--- src/rtl/frame_sequencer_if.sv ---
// ============================================================================
// Module   : frame_sequencer_if
// Purpose  : Bundles the control, configuration, readout handshake and status
//            signals of the frame sequencer.
// Ports    : slave modport  - sequencer side (config/control/ro_busy in,
//                              trigger/exposure/status out)
//            master modport - controller / readout side (mirror of slave)
// Revision : 1.0 - initial release
// ============================================================================
`default_nettype none

interface frame_sequencer_if #(
  parameter int EXP_W = 24
);
  // control and configuration
  logic             start;
  logic             abort;
  logic             continuous;
  logic [15:0]      num_frame;
  logic [EXP_W-1:0] t_exp;
  logic [15:0]      t_gap;
  // readout handshake
  logic             ro_busy;
  logic             ro_trigger;
  // status
  logic             exp_en;
  logic             busy;
  logic [15:0]      frame_cnt;
  logic             done;
  logic             timeout_err;

  modport slave (
    input  start, abort, continuous, num_frame, t_exp, t_gap, ro_busy,
    output ro_trigger, exp_en, busy, frame_cnt, done, timeout_err
  );

  modport master (
    output start, abort, continuous, num_frame, t_exp, t_gap, ro_busy,
    input  ro_trigger, exp_en, busy, frame_cnt, done, timeout_err
  );
endinterface

`default_nettype wire

--- src/rtl/frame_sequencer.sv ---
// ============================================================================
// Module   : frame_sequencer
// Purpose  : Runs a sequence of exposure frames: exposure window, readout
//            trigger, wait for the readout engine to acknowledge and finish,
//            optional gap, repeat. Supports fixed-count and continuous modes,
//            safe abort and a readout-acknowledge timeout.
// Ports    : clk   - system clock
//            rst_n - asynchronous active-low reset
//            bus   - frame_sequencer_if.slave (config, control, handshake,
//                    status)
// Revision : 1.0 - initial release
// ============================================================================
`default_nettype none

module frame_sequencer #(
  parameter int BUSY_TIMEOUT = 1000,
  parameter int EXP_W        = 24
) (
  input  wire               clk,
  input  wire               rst_n,
  frame_sequencer_if.slave  bus
);

  localparam int AW    = $clog2(BUSY_TIMEOUT + 1);
  localparam int TMR_W = (EXP_W > 16) ? ((EXP_W > AW) ? EXP_W : AW)
                                      : ((16 > AW) ? 16 : AW);
  // The acknowledge timer is loaded on entry to WAIT_ACK, one cycle after the
  // trigger rose, so it counts down from BUSY_TIMEOUT-2 to land the timeout
  // exactly BUSY_TIMEOUT cycles after the trigger.
  localparam logic [TMR_W-1:0] ACK_LOAD =
    (BUSY_TIMEOUT > 2) ? TMR_W'(BUSY_TIMEOUT - 2) : '0;

  typedef enum logic [2:0] {
    S_IDLE     = 3'd0,
    S_EXPOSE   = 3'd1,
    S_TRIG     = 3'd2,
    S_WAIT_ACK = 3'd3,
    S_WAIT_RO  = 3'd4,
    S_GAP      = 3'd5,
    S_DRAIN    = 3'd6
  } state_t;

  state_t           state, state_nxt;
  logic [TMR_W-1:0] timer, timer_nxt;
  logic [15:0]      frame_cnt_q, frame_cnt_nxt;
  logic             trig_q, trig_nxt;
  logic             done_q, done_nxt;
  logic             tmo_q, tmo_nxt;
  logic             exp_en_q, busy_q;
  logic             load_cfg;
  logic             ready;

  // latched configuration
  logic             cont_q;
  logic [15:0]      nframe_q;
  logic [EXP_W-1:0] texp_q;
  logic [15:0]      tgap_q;

  logic [EXP_W-1:0] texp_src;
  logic [TMR_W-1:0] exp_load;

  // In IDLE the exposure length comes straight from the port because it is
  // being latched on the same edge.
  assign texp_src = (state == S_IDLE) ? bus.t_exp : texp_q;
  assign exp_load = (texp_src == '0) ? '0 : (TMR_W'(texp_src) - TMR_W'(1));

  always_comb begin
    state_nxt     = state;
    timer_nxt     = timer;
    frame_cnt_nxt = frame_cnt_q;
    trig_nxt      = 1'b0;
    done_nxt      = 1'b0;
    tmo_nxt       = tmo_q;
    load_cfg      = 1'b0;

    case (state)
      S_IDLE: begin
        if (ready && bus.start && !bus.abort) begin
          if (bus.continuous || (bus.num_frame != 16'd0)) begin
            load_cfg      = 1'b1;
            frame_cnt_nxt = '0;
            tmo_nxt       = 1'b0;
            timer_nxt     = exp_load;
            state_nxt     = S_EXPOSE;
          end else begin
            done_nxt = 1'b1;
          end
        end
      end

      S_EXPOSE: begin
        if (bus.abort) begin
          state_nxt = S_IDLE;
        end else if (timer == '0) begin
          state_nxt = S_TRIG;
          trig_nxt  = !bus.ro_busy;
        end else begin
          timer_nxt = timer - TMR_W'(1);
        end
      end

      // The trigger is held off while the readout engine still reports busy,
      // so TRIG lasts one cycle in the normal case and longer otherwise.
      S_TRIG: begin
        if (bus.abort) begin
          state_nxt = S_IDLE;
        end else if (trig_q) begin
          state_nxt = S_WAIT_ACK;
          timer_nxt = ACK_LOAD;
        end else begin
          trig_nxt = !bus.ro_busy;
        end
      end

      S_WAIT_ACK: begin
        if (bus.abort) begin
          state_nxt = S_DRAIN;
        end else if (bus.ro_busy) begin
          state_nxt = S_WAIT_RO;
        end else if (timer == '0) begin
          tmo_nxt   = 1'b1;
          state_nxt = S_IDLE;
        end else begin
          timer_nxt = timer - TMR_W'(1);
        end
      end

      S_WAIT_RO: begin
        if (bus.abort) begin
          state_nxt = S_DRAIN;
        end else if (!bus.ro_busy) begin
          frame_cnt_nxt = frame_cnt_q + 16'd1;
          if (!cont_q && (frame_cnt_nxt == nframe_q)) begin
            done_nxt  = 1'b1;
            state_nxt = S_IDLE;
          end else if (tgap_q == 16'd0) begin
            timer_nxt = exp_load;
            state_nxt = S_EXPOSE;
          end else begin
            timer_nxt = TMR_W'(tgap_q) - TMR_W'(1);
            state_nxt = S_GAP;
          end
        end
      end

      S_GAP: begin
        if (bus.abort) begin
          state_nxt = S_IDLE;
        end else if (timer == '0) begin
          timer_nxt = exp_load;
          state_nxt = S_EXPOSE;
        end else begin
          timer_nxt = timer - TMR_W'(1);
        end
      end

      S_DRAIN: begin
        if (!bus.ro_busy) begin
          state_nxt = S_IDLE;
        end
      end

      default: state_nxt = S_IDLE;
    endcase
  end

  // Outputs are registered from the next state so they line up with it.
  always_ff @(posedge clk or negedge rst_n) begin
    if (!rst_n) begin
      state       <= S_IDLE;
      timer       <= '0;
      frame_cnt_q <= '0;
      trig_q      <= 1'b0;
      done_q      <= 1'b0;
      tmo_q       <= 1'b0;
      exp_en_q    <= 1'b0;
      busy_q      <= 1'b0;
      ready       <= 1'b0;
      cont_q      <= 1'b0;
      nframe_q    <= '0;
      texp_q      <= '0;
      tgap_q      <= '0;
    end else begin
      // ready keeps the first edge after reset release from starting a run
      ready       <= 1'b1;
      state       <= state_nxt;
      timer       <= timer_nxt;
      frame_cnt_q <= frame_cnt_nxt;
      trig_q      <= trig_nxt;
      done_q      <= done_nxt;
      tmo_q       <= tmo_nxt;
      exp_en_q    <= (state_nxt == S_EXPOSE);
      busy_q      <= (state_nxt != S_IDLE);
      if (load_cfg) begin
        cont_q   <= bus.continuous;
        nframe_q <= bus.num_frame;
        texp_q   <= bus.t_exp;
        tgap_q   <= bus.t_gap;
      end
    end
  end

  assign bus.ro_trigger  = trig_q;
  assign bus.exp_en      = exp_en_q;
  assign bus.busy        = busy_q;
  assign bus.frame_cnt   = frame_cnt_q;
  assign bus.done        = done_q;
  assign bus.timeout_err = tmo_q;

endmodule

`default_nettype wire

--- src/flat_wrapper.sv ---
// flat-port wrapper written by rule: the top's interface ports become plain ports
module frame_sequencer_flat 
#(
  parameter int BUSY_TIMEOUT = 1000,
  parameter int EXP_W        = 24
)
  (clk, rst_n, bus_start, bus_abort, bus_continuous, bus_num_frame, bus_t_exp, bus_t_gap, bus_ro_busy, bus_ro_trigger, bus_exp_en, bus_busy, bus_frame_cnt, bus_done, bus_timeout_err);
  frame_sequencer_if #(.EXP_W(EXP_W)) bus_i ();
  input  wire clk;
  input  wire rst_n;
  input wire logic [$bits(bus_i.start)-1:0] bus_start;
  input wire logic [$bits(bus_i.abort)-1:0] bus_abort;
  input wire logic [$bits(bus_i.continuous)-1:0] bus_continuous;
  input wire logic [$bits(bus_i.num_frame)-1:0] bus_num_frame;
  input wire logic [$bits(bus_i.t_exp)-1:0] bus_t_exp;
  input wire logic [$bits(bus_i.t_gap)-1:0] bus_t_gap;
  input wire logic [$bits(bus_i.ro_busy)-1:0] bus_ro_busy;
  output wire logic [$bits(bus_i.ro_trigger)-1:0] bus_ro_trigger;
  output wire logic [$bits(bus_i.exp_en)-1:0] bus_exp_en;
  output wire logic [$bits(bus_i.busy)-1:0] bus_busy;
  output wire logic [$bits(bus_i.frame_cnt)-1:0] bus_frame_cnt;
  output wire logic [$bits(bus_i.done)-1:0] bus_done;
  output wire logic [$bits(bus_i.timeout_err)-1:0] bus_timeout_err;
  assign bus_i.start = bus_start;
  assign bus_i.abort = bus_abort;
  assign bus_i.continuous = bus_continuous;
  assign bus_i.num_frame = bus_num_frame;
  assign bus_i.t_exp = bus_t_exp;
  assign bus_i.t_gap = bus_t_gap;
  assign bus_i.ro_busy = bus_ro_busy;
  assign bus_ro_trigger = bus_i.ro_trigger;
  assign bus_exp_en = bus_i.exp_en;
  assign bus_busy = bus_i.busy;
  assign bus_frame_cnt = bus_i.frame_cnt;
  assign bus_done = bus_i.done;
  assign bus_timeout_err = bus_i.timeout_err;
  frame_sequencer #(.BUSY_TIMEOUT(BUSY_TIMEOUT), .EXP_W(EXP_W)) u_core (.clk(clk), .rst_n(rst_n), .bus(bus_i));
endmodule
--- config.mk ---
export PLATFORM = sky130hd
export DESIGN_NAME = frame_sequencer_flat
export DESIGN_NICKNAME = d
export VERILOG_FILES = /design/src/rtl/frame_sequencer_if.sv /design/src/rtl/frame_sequencer.sv /design/src/flat_wrapper.sv
export SDC_FILE = /design/constraint.sdc
export NUM_CORES = 1
export LEC_CHECK = 0
export CAP_MARGIN = 10
export CORE_MARGIN = 2
export CORE_UTILIZATION = 57
export DETAILED_ROUTE_END_ITERATION = 8
export HOLD_SLACK_MARGIN = 0.05
export PLACE_DENSITY = 0.94
export SLEW_MARGIN = 15
export SYNTH_ARGS = -nofsm -noshare
export SYNTH_HDL_FRONTEND = slang
export SYNTH_SLANG_ARGS = --single-unit
--- constraint.sdc ---
create_clock -name clk -period 3.74 [get_ports clk]
set_input_delay 0.748 -clock clk [delete_from_list [all_inputs] [get_ports clk]]
set_output_delay 0.748 -clock clk [all_outputs]
set_load 0.01 [all_outputs]
==> results.sh <==
export IMPL_dp_cells=926
export IMPL_wl_per_cell_um=18.2
export IMPL_crit_path_max_incr_delay_ns=0.59
export IMPL_worst_setup_path_type="reg -> reg"
export IMPL_drv_slew=0
export IMPL_wl_mm=17.1
export IMPL_ir_drop_mv=0.426
export IMPL_grt_setup_unrepaired="false"
export IMPL_clock_sinks=106
export IMPL_synthDistinctLibCells=67
export IMPL_setup_tns_ns=0
export IMPL_syn_nets=794
export IMPL_clockBufferDepth=2
export IMPL_worstPathRequired_ns=3.98
export IMPL_first_pass_iters=7
export IMPL_io_buffers=82
export IMPL_initial_core_util_pct=58.5
export IMPL_setup_viol=0
export IMPL_drt_iter0_drc=813
export IMPL_hold_path_class="in -> async"
export IMPL_h_tree_depth=3
export IMPL_syn_area_um2=6710
export IMPL_powerDensity_nw_per_um2=735
export IMPL_cts_reportedPaths_clkPinSlew_ns=0.08
export IMPL_post_route_period_util_pct=88.6
export IMPL_cp_start_kind="register"
export IMPL_via_per_inst=6.41
export IMPL_num_vias=6036
export IMPL_grt_pass1_wl_mm=28.5
export IMPL_hold_buffers=0
export IMPL_dieHeight_um=113
export IMPL_min_period_ns=3.31
export IMPL_p_leak_nw=3.19
export IMPL_async_flop_share_pct=100
export IMPL_max_freq_mhz=302
export IMPL_ant_nets=0
export IMPL_synthToLayoutAreaGrowth_pct=19.1
export IMPL_drc=0
export IMPL_status="completed"
export IMPL_nNetsFinal=862
export IMPL_final_common_cell="dfrtp_1"
export IMPL_gp_congestion=0.901
export IMPL_crit_path_max_fanout=46
export IMPL_crit_arrival_ns=3.56
export IMPL_path_cells="ha_1 > nand2_1 > nor4_1 > xnor2_1 > nand4_1 > or4_4 > a21boi_2 > buf_12 > nor2b_1 > a21oi_1"
export IMPL_cts_inserted_buffers=9
export IMPL_met1_length_mm=7.03
export IMPL_hold_slack_ns=0.218
export IMPL_dp_hpwl_mm=12.1
export IMPL_cts_setup_buffers=0
export IMPL_dr_wl_met2_mm=8.24
export IMPL_slew_headroom_pct=49.0
export IMPL_yosysSeqAreaShare_pct=39.5
export IMPL_ys_seq_elements=106
export IMPL_coreArea_um2=11500
export IMPL_grt_ovfl_total=0
export IMPL_regToRegSetupSlack_ns=0.43
export IMPL_drv_cap=0
export IMPL_rows=39
export IMPL_cts_repair_resized=0
export IMPL_synth_flop_cell="dfrtp_1"
export IMPL_cts_tree="built"
export IMPL_ys_warn_count=0
export IMPL_slowest_stage="nor4_1"
export IMPL_io_pins=83
export IMPL_die_area_um2=12700
export IMPL_drive_gt1_share_pct=13.1
export IMPL_final_cells=942
export IMPL_fillCellCount=822
export IMPL_layout_common_cells="106 x dfrtp_1, 81 x clkdlybuf4s50_1, 67 x o21ai_0, 63 x nor2_1, 58 x mux2_2"
export IMPL_clockRootBuffer="clkbuf_16"
export IMPL_grtUsageTotal_pct=27.8
export IMPL_tightestPinTransition_ns=0.763
export IMPL_dr_max_layer_used="met4"
export IMPL_wl_met3_mm=1.38
export IMPL_insertion_delay_ns=0.37
export IMPL_grt_max_degree=94
export IMPL_skew_ns=0.0152
export IMPL_utilization_pct=69.7
export IMPL_grt_antenna_before_repair=0
export IMPL_die_x_um=113
export IMPL_avgSynthCellArea_um2=9.24
export IMPL_cp_end_kind="register"
export IMPL_first_global_vias=5715
export IMPL_synth_edff_count=0
export IMPL_n_antenna_cell=0
export IMPL_synthCells=726
export IMPL_hold_violations=0
stage by stage:
step	total power, mW	instance area [µm²]	setup WS [ns]
3_3_place_gp	4.73	7710	0.407
4_1_cts	5.81	7990	0.482
5_1_grt	6.27	7990	0.210
6_report	5.87	7990	0.427
2_1_floorplan	4.06	6710	0.428
3_5_place_dp	4.86	7710	0.296
worst max-delay path: cells and delay by family (launching register included):
| family | cells | cell delay (ns) |
|---|---|---|
| and+or+nand+nor | 5 | 1.65 |
| adders and majority gates | 1 | 0.30 |
| buffers and inverters | 1 | 0.23 |
| xor gates and xnor gates | 1 | 0.18 |
| AOI/OAI and AO/OA | 2 | 0.31 |
| DFF | 1 | 0.48 |
metal layers:
| metal | vias up | global-route usage [%] |
|---|---|---|
| met1 | 2883 | 36.5 |
| met2 | 305 | 45.2 |
| met5 | - | 0 |
| met4 | 0 | 10.6 |
| met3 | 46 | 6.37 |
| li1 | 2802 | - |
power breakdown:
group          switching, mW  internal (mW)  total [mW]
clock                  0.468          0.464       0.932
combinational           1.51           1.31        2.82
sequential             0.510           1.61        2.12
total                   2.49           3.38        5.87
cell usage after synthesis, drive strengths merged (3+ instances only):
master / number / area (µm²)
xnor2: 36 / 315
nor2b: 8 / 50.1
nand3: 16 / 92.6
mux2: 58 / 653
a21boi: 3 / 26.3
nor4: 22 / 138
or3: 9 / 56.3
o21a: 3 / 22.5
xor2: 34 / 298
or4: 8 / 67.6
a31oi: 5 / 31.3
dfrtp: 106 / 2650
nor2: 63 / 236
mux2i: 23 / 230
buf: 19 / 97.6
a211oi: 5 / 37.5
clkbuf: 22 / 83.8
o31ai: 5 / 37.5
ha: 6 / 75.1
inv: 12 / 45.0
o32ai: 4 / 35.0
nand4: 11 / 68.8
nand2b: 3 / 18.8
a21oi: 28 / 140
a2bb2oi: 3 / 26.3
a22oi: 4 / 30.0
o22ai: 4 / 25.0
o21ai: 68 / 340
and3: 7 / 45.1
nor3: 42 / 221
a222oi: 3 / 30.0
o211ai: 4 / 30.0
and2: 4 / 25.0
nand2: 50 / 190
registers in the layout, indices dropped and copies added (netlist names):
signal,cells
u_core.bus.busy,1
u_core.bus.done,1
u_core.bus.exp_en,1
u_core.bus.frame_cnt,16
u_core.bus.ro_trigger,1
u_core.bus.timeout_err,1
u_core.cont_q,1
u_core.nframe_q,16
u_core.ready,1
u_core.state,3
u_core.texp_q,24
u_core.tgap_q,16
u_core.timer,24
area by class of cell:
type,count,area [µm²],area share (%)
clock buffer,9,225,2.82
clock inverter,7,58.8,0.736
inverter,12,45.0,0.564
multi-input combinational,567,3840,48.1
sequential,106,2650,33.2
tap,143,179,2.24
timing repair buffer,98,988,12.4
kinds of logic (layout without fill, tap and decap cells):
family	after synthesis	in the layout	share of synthesized area [%]
AOI/OAI and AO/OA	159	159	14.8
xor gates and xnor gates	70	70	9.14
adders and majority gates	6	6	1.12
buffers and inverters	53	126	3.37
DFF	106	106	39.5
muxes	81	81	13.2
other	1	1	0.0559
and+or+nand+nor	250	250	18.8
worst paths after layout:
path | cells past startpoint | end | from
setup / recovery | 10 | u_core.timer[15] | u_core.bus.frame_cnt[0]
hold / removal | 1 | u_core.bus.frame_cnt[13] | rst_n
setup reg to reg | 10 | u_core.timer[15] | u_core.bus.frame_cnt[0]
hold reg to reg | 1 | u_core.bus.timeout_err | u_core.bus.timeout_err
max in group asynchronous | 2 | u_core.texp_q[20] | rst_n
min in group clk | 1 | u_core.bus.timeout_err | u_core.bus.timeout_err
No activity file was read; power rests on OpenSTA's default activity.
